<file path="src/rtl/autenticacao_controlador.sv">
// autenticacao_controlador: sequences one authentication attempt through an external comparator with retry lockout
module autenticacao_controlador #(
  parameter int MAX_TRIES    = 3,
  parameter int GRANT_CYCLES = 10,
  parameter int LOCK_CYCLES  = 50
) (
  input  logic       CLK,
  input  logic       RST,
  input  logic       START,
  input  logic [5:0] CODE,
  input  logic [1:0] SEL,
  input  logic       AUT1,
  input  logic       AUT2,
  input  logic       AUT3,
  output logic [5:0] CMP_CODE,
  output logic       BUSY,
  output logic       GRANT,
  output logic       DENY,
  output logic       LOCKED,
  output logic [2:0] TRIES
);
  typedef enum logic [2:0] {ST_IDLE, ST_LOAD, ST_CHECK, ST_GRANT, ST_DENY, ST_LOCK} state_t;
  localparam logic [2:0] MAX_T   = 3'(MAX_TRIES);
  localparam logic [7:0] GRANT_T = 8'(GRANT_CYCLES - 1);
  localparam logic [7:0] LOCK_T  = 8'(LOCK_CYCLES - 1);
  state_t     state_q, state_d;
  logic [5:0] cmp_d;
  logic [1:0] sel_q, sel_d;
  logic [2:0] tries_q, tries_d;
  logic [7:0] timer_q, timer_d;
  logic       start_q, start_pulse, match;
  assign start_pulse = START & ~start_q;
  assign match  = sel_q == 2'b01 ? AUT1 : sel_q == 2'b10 ? AUT2 : sel_q == 2'b11 ? AUT3 : 1'b0;
  assign BUSY   = state_q != ST_IDLE;
  assign GRANT  = state_q == ST_GRANT;
  assign DENY   = state_q == ST_DENY;
  assign LOCKED = state_q == ST_LOCK;
  assign TRIES  = tries_q;
  // state and datapath registers; start_q resets high so a held START is not seen as an edge
  always_ff @(posedge CLK or posedge RST) begin
    if (RST) begin
      state_q  <= ST_IDLE;
      CMP_CODE <= '0;
      sel_q    <= '0;
      tries_q  <= '0;
      timer_q  <= '0;
      start_q  <= 1'b1;
    end else begin
      state_q  <= state_d;
      CMP_CODE <= cmp_d;
      sel_q    <= sel_d;
      tries_q  <= tries_d;
      timer_q  <= timer_d;
      start_q  <= START;
    end
  end
  // next-state, capture, failure counting and timer control
  always_comb begin
    state_d = state_q;
    cmp_d   = CMP_CODE;
    sel_d   = sel_q;
    tries_d = tries_q;
    timer_d = timer_q;
    unique case (state_q)
      ST_IDLE: if (start_pulse) begin
        cmp_d   = CODE;
        sel_d   = SEL;
        state_d = ST_LOAD;
      end
      ST_LOAD: state_d = ST_CHECK;
      ST_CHECK: if (match) begin
        tries_d = '0;
        timer_d = GRANT_T;
        state_d = ST_GRANT;
      end else if (tries_q + 3'd1 == MAX_T) begin
        tries_d = MAX_T;
        timer_d = LOCK_T;
        state_d = ST_LOCK;
      end else begin
        tries_d = tries_q + 3'd1;
        state_d = ST_DENY;
      end
      ST_GRANT: if (timer_q == '0) state_d = ST_IDLE; else timer_d = timer_q - 8'd1;
      ST_DENY: state_d = ST_IDLE;
      ST_LOCK: if (timer_q == '0) begin
        tries_d = '0;
        state_d = ST_IDLE;
      end else timer_d = timer_q - 8'd1;
      default: state_d = ST_IDLE;
    endcase
  end
endmodule

</file>
<file path="config.mk">
export PLATFORM = sky130hd
export DESIGN_NAME = autenticacao_controlador
export DESIGN_NICKNAME = d
export VERILOG_FILES = /design/src/rtl/autenticacao_controlador.sv
export SDC_FILE = /design/constraint.sdc
export NUM_CORES = 1
export LEC_CHECK = 0
export ABC_AREA = 0
export ABC_CLOCK_PERIOD_IN_PS = 1800
export CORE_ASPECT_RATIO = 0.9
export CORE_MARGIN = 2
export CORE_UTILIZATION = 55
export DETAILED_ROUTE_END_ITERATION = 10
export DONT_BUFFER_PORTS = 1
export HOLD_SLACK_MARGIN = 0.08
export PLACE_DENSITY = 0.79
export SLEW_MARGIN = 15
export SYNTH_ARGS = -nofsm -noshare
export SYNTH_HDL_FRONTEND = slang
export SYNTH_SLANG_ARGS = --single-unit
</file>
<file path="constraint.sdc">
create_clock -name CLK -period 1.8 [get_ports CLK]
set_input_delay 0.18 -clock CLK [delete_from_list [all_inputs] [get_ports CLK]]
set_output_delay 0.18 -clock CLK [all_outputs]
set_load 0.01 [all_outputs]
</file>
## Word level (Yosys, flattened, before mapping)

Index checks and enable logic that the tools add are counted.
Widths: inputs -> output; s select.

- Output and inout bits: 13
- Word-level logic and storage cells: 49
- Memory bits (read-only): 0
- Memories: 0
- Input port bits: 14
- Bits in writable memories: 0
- Flip-flop bits (word level): 23
- Bits in latches: 0

- Multiply operators: 0
- Multiplexer cells: 15
- Shift operators: 0
- Bitwise logic cells: 2
- Magnitude comparators: 0
- Add/sub/neg operators: 2
- Reductions and logical operators: 10
- Div/mod/pow operators: 0
- Equal/unequal tests: 14

Operators by type and width:

| cell | number |
|---|---|
| $mux 8 | 3 |
| $pmux 8 s2 | 1 |
| $mux 3 | 5 |
| $pmux 3 s4 | 1 |
| $eq 3x2->1 const B | 3 |
| $logic_not 8->1 | 1 |
| $sub 8x1->8 const B | 1 |
| $eq 3x3->1 const B | 2 |
| $pmux 3 s2 | 1 |
| $reduce_and 2->1 | 3 |
| $eq 2x2->1 const B | 2 |
| $mux 1 | 4 |
| $ne 2x1->1 const B | 2 |
| $ne 2x2->1 const B | 2 |
| $reduce_bool 2->1 | 2 |
| $add 3x1->3 const B | 1 |
| $eq 3x1->1 const B | 1 |
| $logic_not 3->1 | 1 |
| $ne 3x3->1 const B | 1 |
| $reduce_and 3->1 | 1 |
| $reduce_bool 3->1 | 1 |
| $eq 2x1->1 const B | 1 |
| $reduce_or 2->1 | 1 |
| $and 1x1->1 | 1 |
| $not 1->1 | 1 |

## Longest topological paths before layout

Gate-level depths: netlist of the first run.

- Word-level depth: 6
- Gate-level depth with buffers: 6
- Depth with buffers taken out: 6

## Least setup slack after synthesis of the first run

Ideal clock, no wire load.

- Path kind: reg-to-reg
- From: reg timer_q[6]
- To: reg timer_q[0]
- Cell stages (with the launch flop): 5
- Path buffers: 0
- Clock period less this slack: 1.933 ns
- Data arrival time: 1.808 ns
- Path slack: -0.133 ns
- Data required time: 1.675 ns
- Setup time: 0.125 ns
- Cell sequence: dfrtp_1 or4_4 o311a_4 o22a_4 mux2_4

- Word-level cells in the longest chain between the ends: 3

RTL lines:

| what | RTL line | RTL |
|---|---|---|
| from (decl) | 30 | `logic [7:0] timer_q, timer_d;` |
| from (signal assigned) | 53 | `timer_q <= timer_d;` |
| $logic_not 8->1 | 83, 85 |  |
| $ne 2x2->1 (no source line) | -- |  |
| $reduce_and 3->1 (no source line) | -- |  |

No other way between the ends.
A chain may end at the register's enable or synchronous reset.

## Worst setup path in the final report of the first run

- From: reg timer_q[4]
- To: reg timer_q[0]

Same word-level chain as after synthesis.

==> impl_metrics.tcl, run 1 <==
set metrics [dict create \
    peakVddDrop_uv 1150 \
    num-nets-final 175 \
    synth_cells 125 \
    clock-sinks 23 \
    dieHeight_um 50.5 \
    setup_viol 3 \
    synth_largest_area_cell "dfrtp_1" \
    grtUsageTotal_pct 23.6 \
    grt_pass1_wl_um 5130 \
    tightestPinTransition_ns 0.623 \
    grt_pass1_vias 1175 \
    startpoint "timer_q[4]" \
    synth_seq_cells 23 \
    min_from "START" \
    fill_cells 163 \
    std_cell_rows 16 \
    syn-mean-instance-area_sq_um 10.6 \
    cap_violations 0 \
    status "finished, violations left" \
    num_io_pins 27 \
    wl_um 2920 \
    cts_buffers 3 \
    synth_top_area_share_pct 41.7 \
    drive_gt1_share_pct 31.4 \
    fp.coreArea_sq_um 2220 \
    insertedDiodeCount 0 \
    gp_congestion 0.935 \
    grt.overflow.total 0 \
    multi_input_area_sq_um 706 \
    cts_root_buf "clkbuf_4" \
    fin_cells 183 \
    critPathArrivalTime_ns 2.11 \
    avgViaCountPerCell 6.21 \
    synth.area.top_cells "dfrtp_1, mux2_2, ha_1, nand2b_1, nand3_1" \
    ant_nets 0 \
    clkPwrFrac_pct 8.6 \
    place_inst 166 \
    setup_slack_ns -0.0851 \
    place_ws_ns -0.0737 \
    total_power_mw 2.98 \
    drc_errors 0 \
    vias 1137 \
    dp_hpwl_um 2100 \
    yosysWarningCount 0 \
    critPathLaunchType "flip-flop" \
    cts.path.max_buffers 2 \
    seq_power_share_pct 33.7 \
    cts.clk_slew.worst_paths_ns 0.14 \
    cts_tree "yes" \
    failed_checks "setup timing" \
    synth_most_common_cell "dfrtp_1" \
    syn_nets 143 \
    p_int_mw 1.71 \
    crit_fanout 8 \
    wire_per_inst_um 16.0 \
    slew_headroom_pct 58.2 \
    fmax_mhz 530 \
    slew_viol_final 0 \
    setup.worst_path.end_class "flip-flop" \
    synth-edff-count 0 \
    p_leak_nw 0.712 \
    antenna_found_initial 0 \
    combPwrFrac_pct 57.8 \
    switchingPower_mw 1.26 \
    p_sw_share_pct 42.4 \
    hp-class "in -> reg" \
    htree_levels 1 \
    start_util_pct 59.3 \
    yosys.cell_types.count 45 \
    die_area_sq_um 2810 \
    worstSkewPairLatency_ns 0.33 \
    synth_ff_type "dfrtp_1" \
    period_share_pct 105 \
    synth_area_sq_um 1320 \
    dr.pass1.iters 4 \
    drtIter0Drc 43 \
    seq_area_frac_synth_pct 43.7 \
    port_buffers 0 \
    synth_commonest_cells "dfrtp_1, inv_1, mux2_2" \
    cp.required_ns 2.02 \
    regArea_sq_um 577 \
    async_flop_share_pct 100 \
    area_growth_syn_to_layout_pct 24.8 \
    critPathKind "reg -> reg" \
    worstReg2RegStart "timer_q[4]" \
    fin_crit_ns 1.89 \
    hold_violations 0 \
    rsz0062_at_grt "yes" \
    final_util_pct 74.0 \
    finClkSkew_ns 0.00795 \
    power.density_nw_per_um2 1810 \
    die_x_um 55.6 \
    grt_max_degree 24 \
]
worst paths after layout:
| path | to | slack, ns | depth (start not counted) |
|---|---|---|---|
| max | timer_q[0] | -0.09 | 4 |
| min | state_q[0] | 0.21 | 3 |
| max reg2reg | timer_q[0] | -0.09 | 4 |
| min reg2reg | sel_q[0] | 0.54 | 1 |
| max in group asynchronous | start_q | 1.20 | 3 |
| min in group asynchronous | timer_q[4] | 0.31 | 3 |
registers in the layout, summed over array words and instances (netlist names):
signal / flops
sel_q: 2
CMP_CODE: 6
start_q: 1
TRIES: 3
state_q: 3
timer_q: 8
power by group through the flow:
stage	registers [mW]	clock network [mW]	logic [mW]
after floorplan	1.00	0	1.04
after global placement	0.993	0	1.54
after detailed placement	1.01	0	1.58
after CTS	0.997	0.258	1.65
after global routing	1.03	0.284	1.88
final	1.00	0.255	1.72
metal layers:
metal | wire, um | vias up | GRT usage [%] | part of all wire (%)
met5 | 0 | - | 0 | 0
met4 | 55 | 0 | 8.94 | 1.9
met3 | 190 | 8 | 6.96 | 6.5
met2 | 1370 | 50 | 38.7 | 47
met1 | 1300 | 548 | 29.6 | 45
li1 | - | 531 | - | -
cell usage in the layout, fill, tap and decap left out, drive strengths merged, types with 4 or more instances in the layout:
master / netlist / routed
dlygate4sd3: 0 / 10
buf: 2 / 22
o21ai: 4 / 4
nand2b: 6 / 6
inv: 9 / 9
nand2: 6 / 6
dfrtp: 22 / 22
mux2: 9 / 9
ha: 4 / 4
nand3: 7 / 7
nor3b: 4 / 4
worst max-delay path: stages, from the launching register on:
cell     delay, ns
dfrtp_1       0.41
or4_4         0.55
o311a_4       0.33
o22a_4        0.24
mux2_4        0.26
final cells by class:
type / count / area share (%)
flip-flops and latches: 23 / 35.1
clock inverters: 1 / 0.456
inverters: 9 / 2.05
repair buffers: 32 / 16.1
well taps: 27 / 2.05
multi-input cells: 88 / 42.9
clock buffers: 3 / 1.37
timing repair:
item | in CTS | in global routing
hold buffers | 10 | 0
pin swaps | 3 | 3
setup endpoints to repair | 4 | 10
gates resized for setup | 1 | 4
buffers inserted | 2 | 1
hold endpoints to repair | 32 | 0
cells by family after synthesis:
| logic type | after synthesis | share of synthesized area, % |
|---|---|---|
| adder cells (fa/ha/maj) | 4 | 3.80 |
| AND/OR/NAND/NOR | 42 | 19.1 |
| XOR/XNOR | 1 | 1.23 |
| multiplexers | 12 | 10.2 |
| flip-flops | 23 | 43.7 |
| buffers and inverters | 14 | 4.08 |
| AO/OA/AOI/OAI | 29 | 17.8 |
stage by stage:
stage | hold slack (ns) | cell area [sq um] | setup TNS (ns)
2_1_floorplan | 0.181 | 1320 | -0.143
3_3_place_gp | 0.124 | 1480 | -0.0598
3_5_place_dp | 0.126 | 1480 | -0.177
4_1_cts | 0.199 | 1630 | -0.205
5_1_grt | 0.204 | 1650 | -0.345
6_report | 0.205 | 1650 | -0.209
Note: power is estimated with default switching activity, not from simulation.
==> inputs of run 2 (changes only) <==
--- a/config.mk
+++ b/config.mk
@@ -12,6 +12,7 @@
 export CORE_UTILIZATION = 55
 export DETAILED_ROUTE_END_ITERATION = 10
 export DONT_BUFFER_PORTS = 1
+export GPL_TIMING_DRIVEN = 0
 export HOLD_SLACK_MARGIN = 0.08
 export PLACE_DENSITY = 0.79
 export SLEW_MARGIN = 15
==> run 2 against run 1 <==
The run still ends with setup timing left. Count of clock-buffer cells in the layout unchanged. Sequential cell count unchanged. Clock power increased by 4%. Combinational power fell by 9%. Critical path depth stayed put. Power is 2.8% lower. Critical path type unchanged. Sequential share of layout area increased by 1.2 points. Worst setup slack better by 0.0026 ns. Sequential power is 7% higher. Core utilization shrank 2.2 points. Clock skew shrank 0.0019 ns. Highest routed layer unchanged. First-iteration DRC count decreased by 9.3%.
==> impl_metrics.tcl, run 2 (synthesized netlist as in run 1, its figures left out) <==
set metrics [dict create \
    grt_pass1_wl_um 5110 \
    worstSkewPairLatency_ns 0.33 \
    regMostFlops "timer_q" \
    whs_ns 0.227 \
    clkPwrFrac_pct 9.1 \
    fp.coreArea_sq_um 2220 \
    crit_fanout 8 \
    drive_gt1_share_pct 29.9 \
    cts_tree "yes" \
    p_int_mw 1.60 \
    insertedDiodeCount 0 \
    critPathArrivalTime_ns 2.11 \
    die_area_sq_um 2810 \
    cts.clk_slew.worst_paths_ns 0.14 \
    critPathKind "reg -> reg" \
    layout_commonest_cell "dfrtp_1" \
    grt_max_degree 24 \
    dieHeight_um 50.5 \
    combPwrFrac_pct 54.0 \
    setup_slack_ns -0.0825 \
    wire_per_inst_um 17.8 \
    grt-busiest-layer "met2" \
    use_met2_pct 38.5 \
    critical_path.max_stage_delay_ns 0.55 \
    rsz0062_at_grt "yes" \
    cts_root_buf "clkbuf_4" \
    top_regs "timer_q: 8 flops, CMP_CODE: 6 flops" \
    total_power_mw 2.89 \
    period_share_pct 105 \
    drtIter0Drc 39 \
    port_buffers 0 \
    num-nets-final 163 \
    slew_headroom_pct 42.7 \
    dr.pass1.iters 4 \
    grt.overflow.total 0 \
    multi_input_area_sq_um 756 \
    tightestPinTransition_ns 0.859 \
    vias 1105 \
    use_met3_pct 7.73 \
    grt_pass1_vias 1165 \
    setup_viol 4 \
    power.density_nw_per_um2 1810 \
    clock-sinks 23 \
    cp_cell_sequence "or4_4 > o311a_4 > o22a_4 > mux2_4" \
    die_x_um 55.6 \
    slew_viol_final 0 \
    setup.worst_path.end_class "flip-flop" \
    p_leak_nw 0.653 \
    final_util_pct 71.8 \
    cts_buffers 3 \
    dp_hpwl_um 1980 \
    drc_errors 0 \
    met1_usage_pct 28.2 \
    hold_violations 0 \
    wl_um 3050 \
    largest_reg_flops 8 \
    fmax_mhz 531 \
    fin_crit_ns 1.88 \
    fill_cells 150 \
    avgViaCountPerCell 6.46 \
    finClkSkew_ns 0.00603 \
    seq_power_share_pct 36.8 \
    grtUsageTotal_pct 23.3 \
    cap_violations 0 \
    area_growth_syn_to_layout_pct 21.1 \
    gp_congestion 0.804 \
    tns_ns -0.251 \
    cp.required_ns 2.03 \
    std_cell_rows 16 \
    slowest_stage "or4_4" \
    ant_nets 0 \
    critPathLaunchType "flip-flop" \
    peakVddDrop_uv 1260 \
    switchingPower_mw 1.30 \
    p_sw_share_pct 44.9 \
    start_util_pct 59.3 \
    failed_checks "setup timing" \
    status "finished, violations left" \
    final_cell_mix "dfrtp_1, dlygate4sd3_1, inv_1" \
    num_io_pins 27 \
    antenna_found_initial 0 \
    hp-class "in -> reg" \
    regArea_sq_um 579 \
    htree_levels 1 \
    cts.path.max_buffers 2 \
]
-- run 2: cell types whose count changed in the layout (fill, tap and decap cells not counted), moves of 2 or more --
cell      previous run  this run
clkbuf_2             0         2
dfrtp_2              0         2
dfrtp_1             22        20
buf_4               22         6
-- run 2: cell type report --
class	count	area share (%)
well taps	27	2.12
clock inverters	1	0.470
inverters	9	2.12
plain buffers	4	1.18
clock buffers	3	1.41
flip-flops and latches	23	36.3
repair buffers	16	9.09
multi-input cells	88	47.3
-- run 2: final timing paths --
check	to	depth (start not counted)	slack, ns	start
setup reg to reg	timer_q[0]	4	-0.08	timer_q[6]
hold / removal	state_q[0]	3	0.23	START
hold reg to reg	sel_q[0]	1	0.54	sel_q[0]
max in group asynchronous	TRIES[1]	2	0.77	RST
min in group asynchronous	timer_q[6]	2	0.45	RST
setup / recovery	timer_q[0]	4	-0.08	timer_q[6]
-- run 2: per-stage QoR --
stage | cells | instance area, sq um | setup slack (ns)
after floorplan | 125 | 1320 | -0.0622
after global placement | 152 | 1350 | -0.158
after detailed placement | 152 | 1350 | -0.225
after CTS | 170 | 1560 | -0.0714
after global routing | 171 | 1600 | -0.114
final | 171 | 1600 | -0.0825
-- run 2: power by group through the flow --
| stage | clock network (mW) | logic [mW] | registers [mW] |
|---|---|---|---|
| final | 0.264 | 1.56 | 1.07 |
| after global routing | 0.289 | 1.73 | 1.10 |
| after CTS | 0.267 | 1.43 | 1.05 |
| after detailed placement | 0 | 1.25 | 1.07 |
| after global placement | 0 | 1.20 | 1.05 |
| after floorplan | 0 | 1.04 | 1.00 |
-- run 2: repair_timing --
item,CTS,global route
setup buffers,5,1
hold endpoints to repair,31,0
pin swaps,2,0
hold buffers,10,0
resized for setup,9,12
endpoints found under the setup margin,17,23
-- run 2: layer usage --
layer	part of all wire, %	vias up	wire length (um)
li1	-	506	-
met1	39	538	1200
met2	51	59	1560
met3	9.0	2	273
met4	0.46	0	14
met5	0	-	0
-- run 2: worst max-delay path, delay by kind of cell, from the launching register on --
| family | cells | cell delay, ns |
|---|---|---|
| mux | 1 | 0.26 |
| compound gates | 2 | 0.57 |
| flops | 1 | 0.40 |
| simple gates | 1 | 0.55 |
